`config.mk`:
```
export PLATFORM = sky130hd
export DESIGN_NAME = alu_execute_unit
export DESIGN_NICKNAME = d
export VERILOG_FILES = /design/src/rtl/alu_execute_unit.sv
export SDC_FILE = /design/constraint.sdc
export NUM_CORES = 1
export LEC_CHECK = 0
export CORE_MARGIN = 4
export CORE_UTILIZATION = 35
export CTS_BUF_LIST = sky130_fd_sc_hd__clkbuf_4 sky130_fd_sc_hd__clkbuf_8
export DETAILED_ROUTE_END_ITERATION = 8
export SETUP_SLACK_MARGIN = 0.2
export SLEW_MARGIN = 30
export SYNTH_ARGS = -nofsm -noshare
export SYNTH_HDL_FRONTEND = slang
export SYNTH_SLANG_ARGS = --single-unit
```
`constraint.sdc`:
```
create_clock -name clk -period 4.95 [get_ports clk]
set_input_delay 0.495 -clock clk [delete_from_list [all_inputs] [get_ports clk]]
set_output_delay 0.495 -clock clk [all_outputs]
set_load 0.02 [all_outputs]
```
`src/rtl/alu_execute_unit.sv`:
```
`timescale 1ns/1ps
// alu_execute_unit
//   Execute stage behind the arithmetic opcode decoder. Latches operands on an
//   accepted start, runs ADD/SUB in one cycle and MUL/DIV iteratively
//   (shift-add, restoring division), then pulses done/wr_en for one cycle.
//   Build option: define ALU_FAST_MUL_EN to replace the iterative multiplier
//   with a single-cycle combinational multiplier (MUL then takes the ADDSUB path).
// Ports:
//   clk, rst              clock (rising edge), synchronous active-high reset
//   start                 launch request, sampled only while idle
//   alu_sel               000 ADD, 001 SUB, 010 MUL, 011 DIV, 1xx illegal
//   alu_b_sel             operand B: 00 zero, 01 reg_b, 10 reg_c, 11 reg_d
//   destination_reg_flag  one-hot write target {D,C,B,A}
//   reg_a..reg_d          register file read values
//   result, result_hi     low result / product high byte or remainder
//   busy, done            handshake (done is a one-cycle pulse)
//   wr_en                 latched destination, valid with done only
//   flag_*                zero, carry/borrow, divide-by-zero, illegal opcode
module alu_execute_unit #(
  parameter int WIDTH = 8
) (
  input  logic             clk,
  input  logic             rst,
  input  logic             start,
  input  logic [2:0]       alu_sel,
  input  logic [1:0]       alu_b_sel,
  input  logic [3:0]       destination_reg_flag,
  input  logic [WIDTH-1:0] reg_a,
  input  logic [WIDTH-1:0] reg_b,
  input  logic [WIDTH-1:0] reg_c,
  input  logic [WIDTH-1:0] reg_d,
  output logic [WIDTH-1:0] result,
  output logic [WIDTH-1:0] result_hi,
  output logic             busy,
  output logic             done,
  output logic [3:0]       wr_en,
  output logic             flag_zero,
  output logic             flag_carry,
  output logic             flag_dz,
  output logic             flag_illegal
);

  localparam logic [2:0] S_IDLE   = 3'd0;
  localparam logic [2:0] S_ADDSUB = 3'd1;
  localparam logic [2:0] S_MUL    = 3'd2;
  localparam logic [2:0] S_DIV    = 3'd3;
  localparam logic [2:0] S_DONE   = 3'd4;

  localparam int CW = $clog2(WIDTH + 1);

  logic [2:0]         r_state;
  logic [WIDTH-1:0]   r_op_a, r_op_b;
  logic [2:0]         r_sel;
  logic [3:0]         r_dest;
  logic [2*WIDTH-1:0] r_acc;
  logic [CW-1:0]      r_cnt;
  logic [WIDTH-1:0]   r_result, r_hi;
  logic               r_busy, r_done, r_zero, r_carry, r_dz, r_ill;
  logic [3:0]         r_wr_en;

  logic [WIDTH-1:0]   w_b_mux;
  logic [WIDTH:0]     w_sum, w_diff;
  logic [WIDTH:0]     w_div_sh;
  logic               w_div_ge;
  logic [WIDTH-1:0]   w_div_rem;
  logic [2*WIDTH-1:0] w_div_next;
  logic               w_fin, w_fin_carry, w_fin_dz, w_fin_ill;
  logic [WIDTH-1:0]   w_fin_res, w_fin_hi;

  always_comb begin
    case (alu_b_sel)
      2'b01:   w_b_mux = reg_b;
      2'b10:   w_b_mux = reg_c;
      2'b11:   w_b_mux = reg_d;
      default: w_b_mux = '0;
    endcase
  end

  // Top bit of the difference is the borrow (A < B).
  assign w_sum  = {1'b0, r_op_a} + {1'b0, r_op_b};
  assign w_diff = {1'b0, r_op_a} - {1'b0, r_op_b};

`ifdef ALU_FAST_MUL_EN
  logic [2*WIDTH-1:0] w_prod;
  assign w_prod = {{WIDTH{1'b0}}, r_op_a} * {{WIDTH{1'b0}}, r_op_b};
`else
  // Shift-add: r_acc = {partial product, remaining multiplier bits}.
  logic [WIDTH:0]     w_mul_part;
  logic [2*WIDTH-1:0] w_mul_next;
  assign w_mul_part = {1'b0, r_acc[2*WIDTH-1:WIDTH]} + (r_acc[0] ? {1'b0, r_op_a} : '0);
  assign w_mul_next = {w_mul_part, r_acc[WIDTH-1:1]};
`endif

  // Restoring division: r_acc = {remainder, dividend/quotient bits}.
  // The remainder always stays below the divisor, so the W-bit subtraction is exact.
  assign w_div_sh   = r_acc[2*WIDTH-1:WIDTH-1];
  assign w_div_ge   = (w_div_sh >= {1'b0, r_op_b});
  assign w_div_rem  = w_div_ge ? (w_div_sh[WIDTH-1:0] - r_op_b) : w_div_sh[WIDTH-1:0];
  assign w_div_next = {w_div_rem, r_acc[WIDTH-2:0], w_div_ge};

  // Final values written on the edge that enters DONE.
  always_comb begin
    w_fin       = 1'b0;
    w_fin_res   = '0;
    w_fin_hi    = '0;
    w_fin_carry = 1'b0;
    w_fin_dz    = 1'b0;
    w_fin_ill   = 1'b0;
    case (r_state)
      S_ADDSUB: begin
        w_fin = 1'b1;
        if (r_sel[2]) begin
          w_fin_ill = 1'b1;
        end else begin
          case (r_sel[1:0])
            2'b01: begin
              w_fin_res   = w_diff[WIDTH-1:0];
              w_fin_carry = w_diff[WIDTH];
            end
`ifdef ALU_FAST_MUL_EN
            2'b10: begin
              w_fin_res   = w_prod[WIDTH-1:0];
              w_fin_hi    = w_prod[2*WIDTH-1:WIDTH];
              w_fin_carry = |w_prod[2*WIDTH-1:WIDTH];
            end
`endif
            default: begin
              w_fin_res   = w_sum[WIDTH-1:0];
              w_fin_carry = w_sum[WIDTH];
            end
          endcase
        end
      end
      S_MUL: begin
        if (r_cnt == '0) begin
          w_fin       = 1'b1;
          w_fin_res   = r_acc[WIDTH-1:0];
          w_fin_hi    = r_acc[2*WIDTH-1:WIDTH];
          w_fin_carry = |r_acc[2*WIDTH-1:WIDTH];
        end
      end
      S_DIV: begin
        if (r_cnt == '0) begin
          w_fin = 1'b1;
          if (r_op_b == '0) begin
            w_fin_res = '1;
            w_fin_hi  = r_op_a;
            w_fin_dz  = 1'b1;
          end else begin
            w_fin_res = r_acc[WIDTH-1:0];
            w_fin_hi  = r_acc[2*WIDTH-1:WIDTH];
          end
        end
      end
      default: ;
    endcase
  end

  always_ff @(posedge clk) begin
    if (rst) begin
      r_state  <= S_IDLE;
      r_op_a   <= '0;
      r_op_b   <= '0;
      r_sel    <= '0;
      r_dest   <= '0;
      r_acc    <= '0;
      r_cnt    <= '0;
      r_result <= '0;
      r_hi     <= '0;
      r_busy   <= 1'b0;
      r_done   <= 1'b0;
      r_wr_en  <= '0;
      r_zero   <= 1'b0;
      r_carry  <= 1'b0;
      r_dz     <= 1'b0;
      r_ill    <= 1'b0;
    end else begin
      case (r_state)
        S_IDLE: begin
          if (start) begin
            r_op_a   <= reg_a;
            r_op_b   <= w_b_mux;
            r_sel    <= alu_sel;
            r_dest   <= destination_reg_flag;
            r_busy   <= 1'b1;
            r_result <= '0;
            r_hi     <= '0;
            r_zero   <= 1'b0;
            r_carry  <= 1'b0;
            r_dz     <= 1'b0;
            r_ill    <= 1'b0;
            case (alu_sel)
              3'b010: begin
`ifdef ALU_FAST_MUL_EN
                r_state <= S_ADDSUB;
`else
                r_state <= S_MUL;
                r_acc   <= {{WIDTH{1'b0}}, w_b_mux};
                r_cnt   <= CW'(WIDTH);
`endif
              end
              3'b011: begin
                // A zero divisor skips the iterations and resolves on the next edge.
                r_state <= S_DIV;
                r_acc   <= {{WIDTH{1'b0}}, reg_a};
                r_cnt   <= (w_b_mux == '0) ? '0 : CW'(WIDTH);
              end
              default: r_state <= S_ADDSUB;
            endcase
          end
        end
`ifndef ALU_FAST_MUL_EN
        S_MUL: begin
          if (r_cnt != '0) begin
            r_acc <= w_mul_next;
            r_cnt <= r_cnt - CW'(1);
          end
        end
`endif
        S_DIV: begin
          if (r_cnt != '0) begin
            r_acc <= w_div_next;
            r_cnt <= r_cnt - CW'(1);
          end
        end
        S_DONE: begin
          r_done  <= 1'b0;
          r_wr_en <= '0;
          r_state <= S_IDLE;
        end
        default: ;
      endcase

      if (w_fin) begin
        r_result <= w_fin_res;
        r_hi     <= w_fin_hi;
        r_zero   <= (w_fin_res == '0);
        r_carry  <= w_fin_carry;
        r_dz     <= w_fin_dz;
        r_ill    <= w_fin_ill;
        r_done   <= 1'b1;
        r_wr_en  <= w_fin_ill ? 4'b0000 : r_dest;
        r_busy   <= 1'b0;
        r_state  <= S_DONE;
      end
    end
  end

  assign result       = r_result;
  assign result_hi    = r_hi;
  assign busy         = r_busy;
  assign done         = r_done;
  assign wr_en        = r_wr_en;
  assign flag_zero    = r_zero;
  assign flag_carry   = r_carry;
  assign flag_dz      = r_dz;
  assign flag_illegal = r_ill;

endmodule

```
==> metrics.txt <==
run status=completed; total leakage power=2.27 nW; sequential element share of the synthesized area=29.2%; Mapped Area=0.00493 sq mm; Max Fclk=0.323 GHz; Core ar.=0.0138 sq mm; proportion of layout cells with a drive suffix above 1=7.49%; global-route track usage on met1=26.1%; count of hold buffers inserted by post-cts repair=0; total power density per cell area=322 mW/mm^2; biggest cell delay along the critical path=0.53 ns; number of levels the H-tree was split into=3; grt met2 use=28.8%; grt peak-use layer=met2; Top Ports=70; vertical die dimension=127 um; DR WL/cell=17.7 um; worst flop-to-flop path startpoint=r_op_b[1]; worst hold-check slack=0.458 ns; final worst-path setup slack=1.85 ns; syn nets=680; number of gates resized after cts=0; diode insertion count for antenna repair=0; # nets final=731; shortest period the worst path allows=3.10 ns; cell with the largest stage delay on the worst path=sky130_fd_sc_hd__o41ai_4; clock root cell=sky130_fd_sc_hd__clkbuf_8; number of cells in the finished layout apart from fillers=834; post-detailed-routing wire length=14800 um; # rows=43; Critical Path AT=3.32 ns; area overhead of the layout relative to synthesis=20.3%; clock slew at the register clock pins of the worst setup and hold paths=0.09 ns; worst slack, placed=1.88 ns; number of distinct standard cells referenced by the synthesized netlist=67; Die Wd=127 um; Syn. warnings=0; type of element capturing the critical path=flip-flop; number of enable-type register cells in the synthesized netlist=0; RSZ-0062 raised after global routing=false; count of vias placed by the detailed router=4661; worst hold path startpoint=flag_dz; initial standard-cell utilization of the core=35.6%; kind of cell with the highest combined delay on the critical path=compound AO/OA/AOI/OAI gates; Mapped Cells=598; setup skew after layout=0.0174 ns; setup total negative slack=0 ns; count of input and output buffers=69; final routed DRC violation total=0; CTS tree=built; ranking of synthesized cells by area=sky130_fd_sc_hd__dfxtp_1 29%, sky130_fd_sc_hd__ha_1 8.6%, sky130_fd_sc_hd__nor2_1 5.3%, sky130_fd_sc_hd__a21oi_1 4.7%, sky130_fd_sc_hd__nand2_1 4.3%; DIE AREA=0.0160 sq mm; count of buffer and inverter cells on the critical path=1; RePlAce Congestion=0.952; startpoint of the worst setup timing path=r_op_b[1]; half-perimeter wire length after placement=11300 um; Avg Vias per Cell=5.59; prevailing post-synth register cell=sky130_fd_sc_hd__dfxtp_1; most used cells in the layout excluding fill and tap cells=72 x sky130_fd_sc_hd__dfxtp_1, 70 x sky130_fd_sc_hd__nor2_1, 68 x sky130_fd_sc_hd__clkdlybuf4s50_1, 56 x sky130_fd_sc_hd__nand2_1, 46 x sky130_fd_sc_hd__a21oi_1; cell type contributing the most total cell area after synthesis=sky130_fd_sc_hd__dfxtp_1; kind of critical path=flip-flop to flip-flop; First-pass DRT Iterations=5; flop and latch count out of synthesis=72; clock buffer depth=2; Placed Cells=818; pin count of the biggest net entering global routing=69; global-route wire length before repair=24100 um; total overflow reported by the global router=0; post-synthesis async set-or-reset flop share=0%; number of CTS-inserted buffers=9; most repeated library cell on the critical path=sky130_fd_sc_hd__o31a_1; number of buffers inserted to repair setup after CTS=0; Worst Path Max Fanout=8; chain of cells forming the critical path=inv_1 -> ha_1 -> nor2b_4 -> o31a_1 -> o31a_1 -> o41ai_4 -> mux2_2 -> a221oi_1 -> nor3_1; Startpoint Class=flip-flop; max-slew headroom at the worst pin=37.4%; Final Hold Fails=0; met3 Use GR=3.33%; most common library cell in the layout ignoring fill and taps=sky130_fd_sc_hd__dfxtp_1; clock latency of the later-clocked register in the worst-skew pair=0.38 ns; Required @ worst endpoint=5.17 ns; Hold WC Path Type=flip-flop to flip-flop; Worst-Margin Slew=0.936 ns; clk sinks=72; Worst IR Drop VDD=132 uV; Avg Cell Area, Syn=8.24 sq um; post-synth top area share=29.2%; share of the clock period used by the worst path after layout=62.6%; drt first-iter violations=419; final setup violation count=0; count of maximum capacitance violations=0; via count of the first global-routing pass=4517; combined global-route utilization of all metal layers=18.7%; initial antenna violation count=0; number of pins exceeding their max-slew limit in the final report=0; post-route ant nets=0
-- Yosys cell counts (all sizes together) (5+ instances only) --
| master | number |
|---|---|
| a211oi | 14 |
| nand2 | 56 |
| xor2 | 5 |
| a21oi | 46 |
| nand4 | 5 |
| o21a | 9 |
| nor3 | 21 |
| a21o | 6 |
| ha | 34 |
| o21ai | 26 |
| mux2 | 13 |
| xnor2 | 7 |
| o211ai | 13 |
| clkbuf | 29 |
| nand2b | 6 |
| a221oi | 5 |
| inv | 21 |
| dfxtp | 72 |
| nor2 | 71 |
| a22o | 8 |
| and2 | 13 |
| nor2b | 8 |
| o31a | 5 |
| mux2i | 15 |
| a22oi | 26 |
| buf | 5 |
-- final cells by class --
cell class / instances / area (sq um)
fillers: 1391 / 7900
multi-input cells: 471 / 3230
flip-flops and latches: 72 / 1440
repair buffers: 74 / 723
well taps: 180 / 225
clock buffers: 10 / 138
clock inverters: 6 / 90.1
inverters: 21 / 78.8
-- where the power goes --
group          switching (W)  internal, W  total, W  leakage (nW)
registers          0.0000750     0.000628  0.000703         0.587
logic               0.000369     0.000291  0.000660          1.57
clock network       0.000244     0.000300  0.000544         0.113
-- worst min-delay path: stages (launching register included) --
cell                      delay (ns)
sky130_fd_sc_hd__dfxtp_1        0.31
sky130_fd_sc_hd__nand2_1        0.05
sky130_fd_sc_hd__a21oi_1        0.05
-- through the flow --
stage               power [W]  utilization (%)  instance area [sq um]
floorplan             0.00117                -                   4930
global placement      0.00136             41.1                   5690
detailed placement    0.00137             41.2                   5690
CTS                   0.00191             42.8                   5920
global route          0.00202             42.9                   5930
finish                0.00191             42.9                   5930
-- per-layer routing --
layer | wire length [um] | vias to the layer above
met3 | 758 | 26
met2 | 6670 | 137
li1 | - | 2295
met4 | 374 | 0
met5 | 0 | -
met1 | 6950 | 2203
-- cell families after synthesis --
family                   after synthesis  share of synthesized area [%]
flip-flops                            72                           29.2
AO/OA/AOI/OAI                        183                           25.9
XOR/XNOR                              12                           2.13
adder cells (fa/ha/maj)               38                           10.3
buffers and inverters                 55                           5.59
AND/OR/NAND/NOR                      210                           20.9
multiplexers                          28                           6.02
-- path summary, 6_finish.rpt --
check        endpoint  slack (ns)  cells after the start
max          r_acc[9]        1.85                      9
min           flag_dz        0.46                      2
max reg2reg  r_acc[9]        1.85                      9
min reg2reg   flag_dz        0.46                      2
-- sequential cells by signal, indices dropped and copies added (netlist names), 3 cells and up --
register   cells
r_sel          3
wr_en          4
r_op_a         8
r_dest         4
result_hi      8
r_state        3
r_acc         16
result         8
r_cnt          4
r_op_b         8
(Power assumes the default switching activity.)
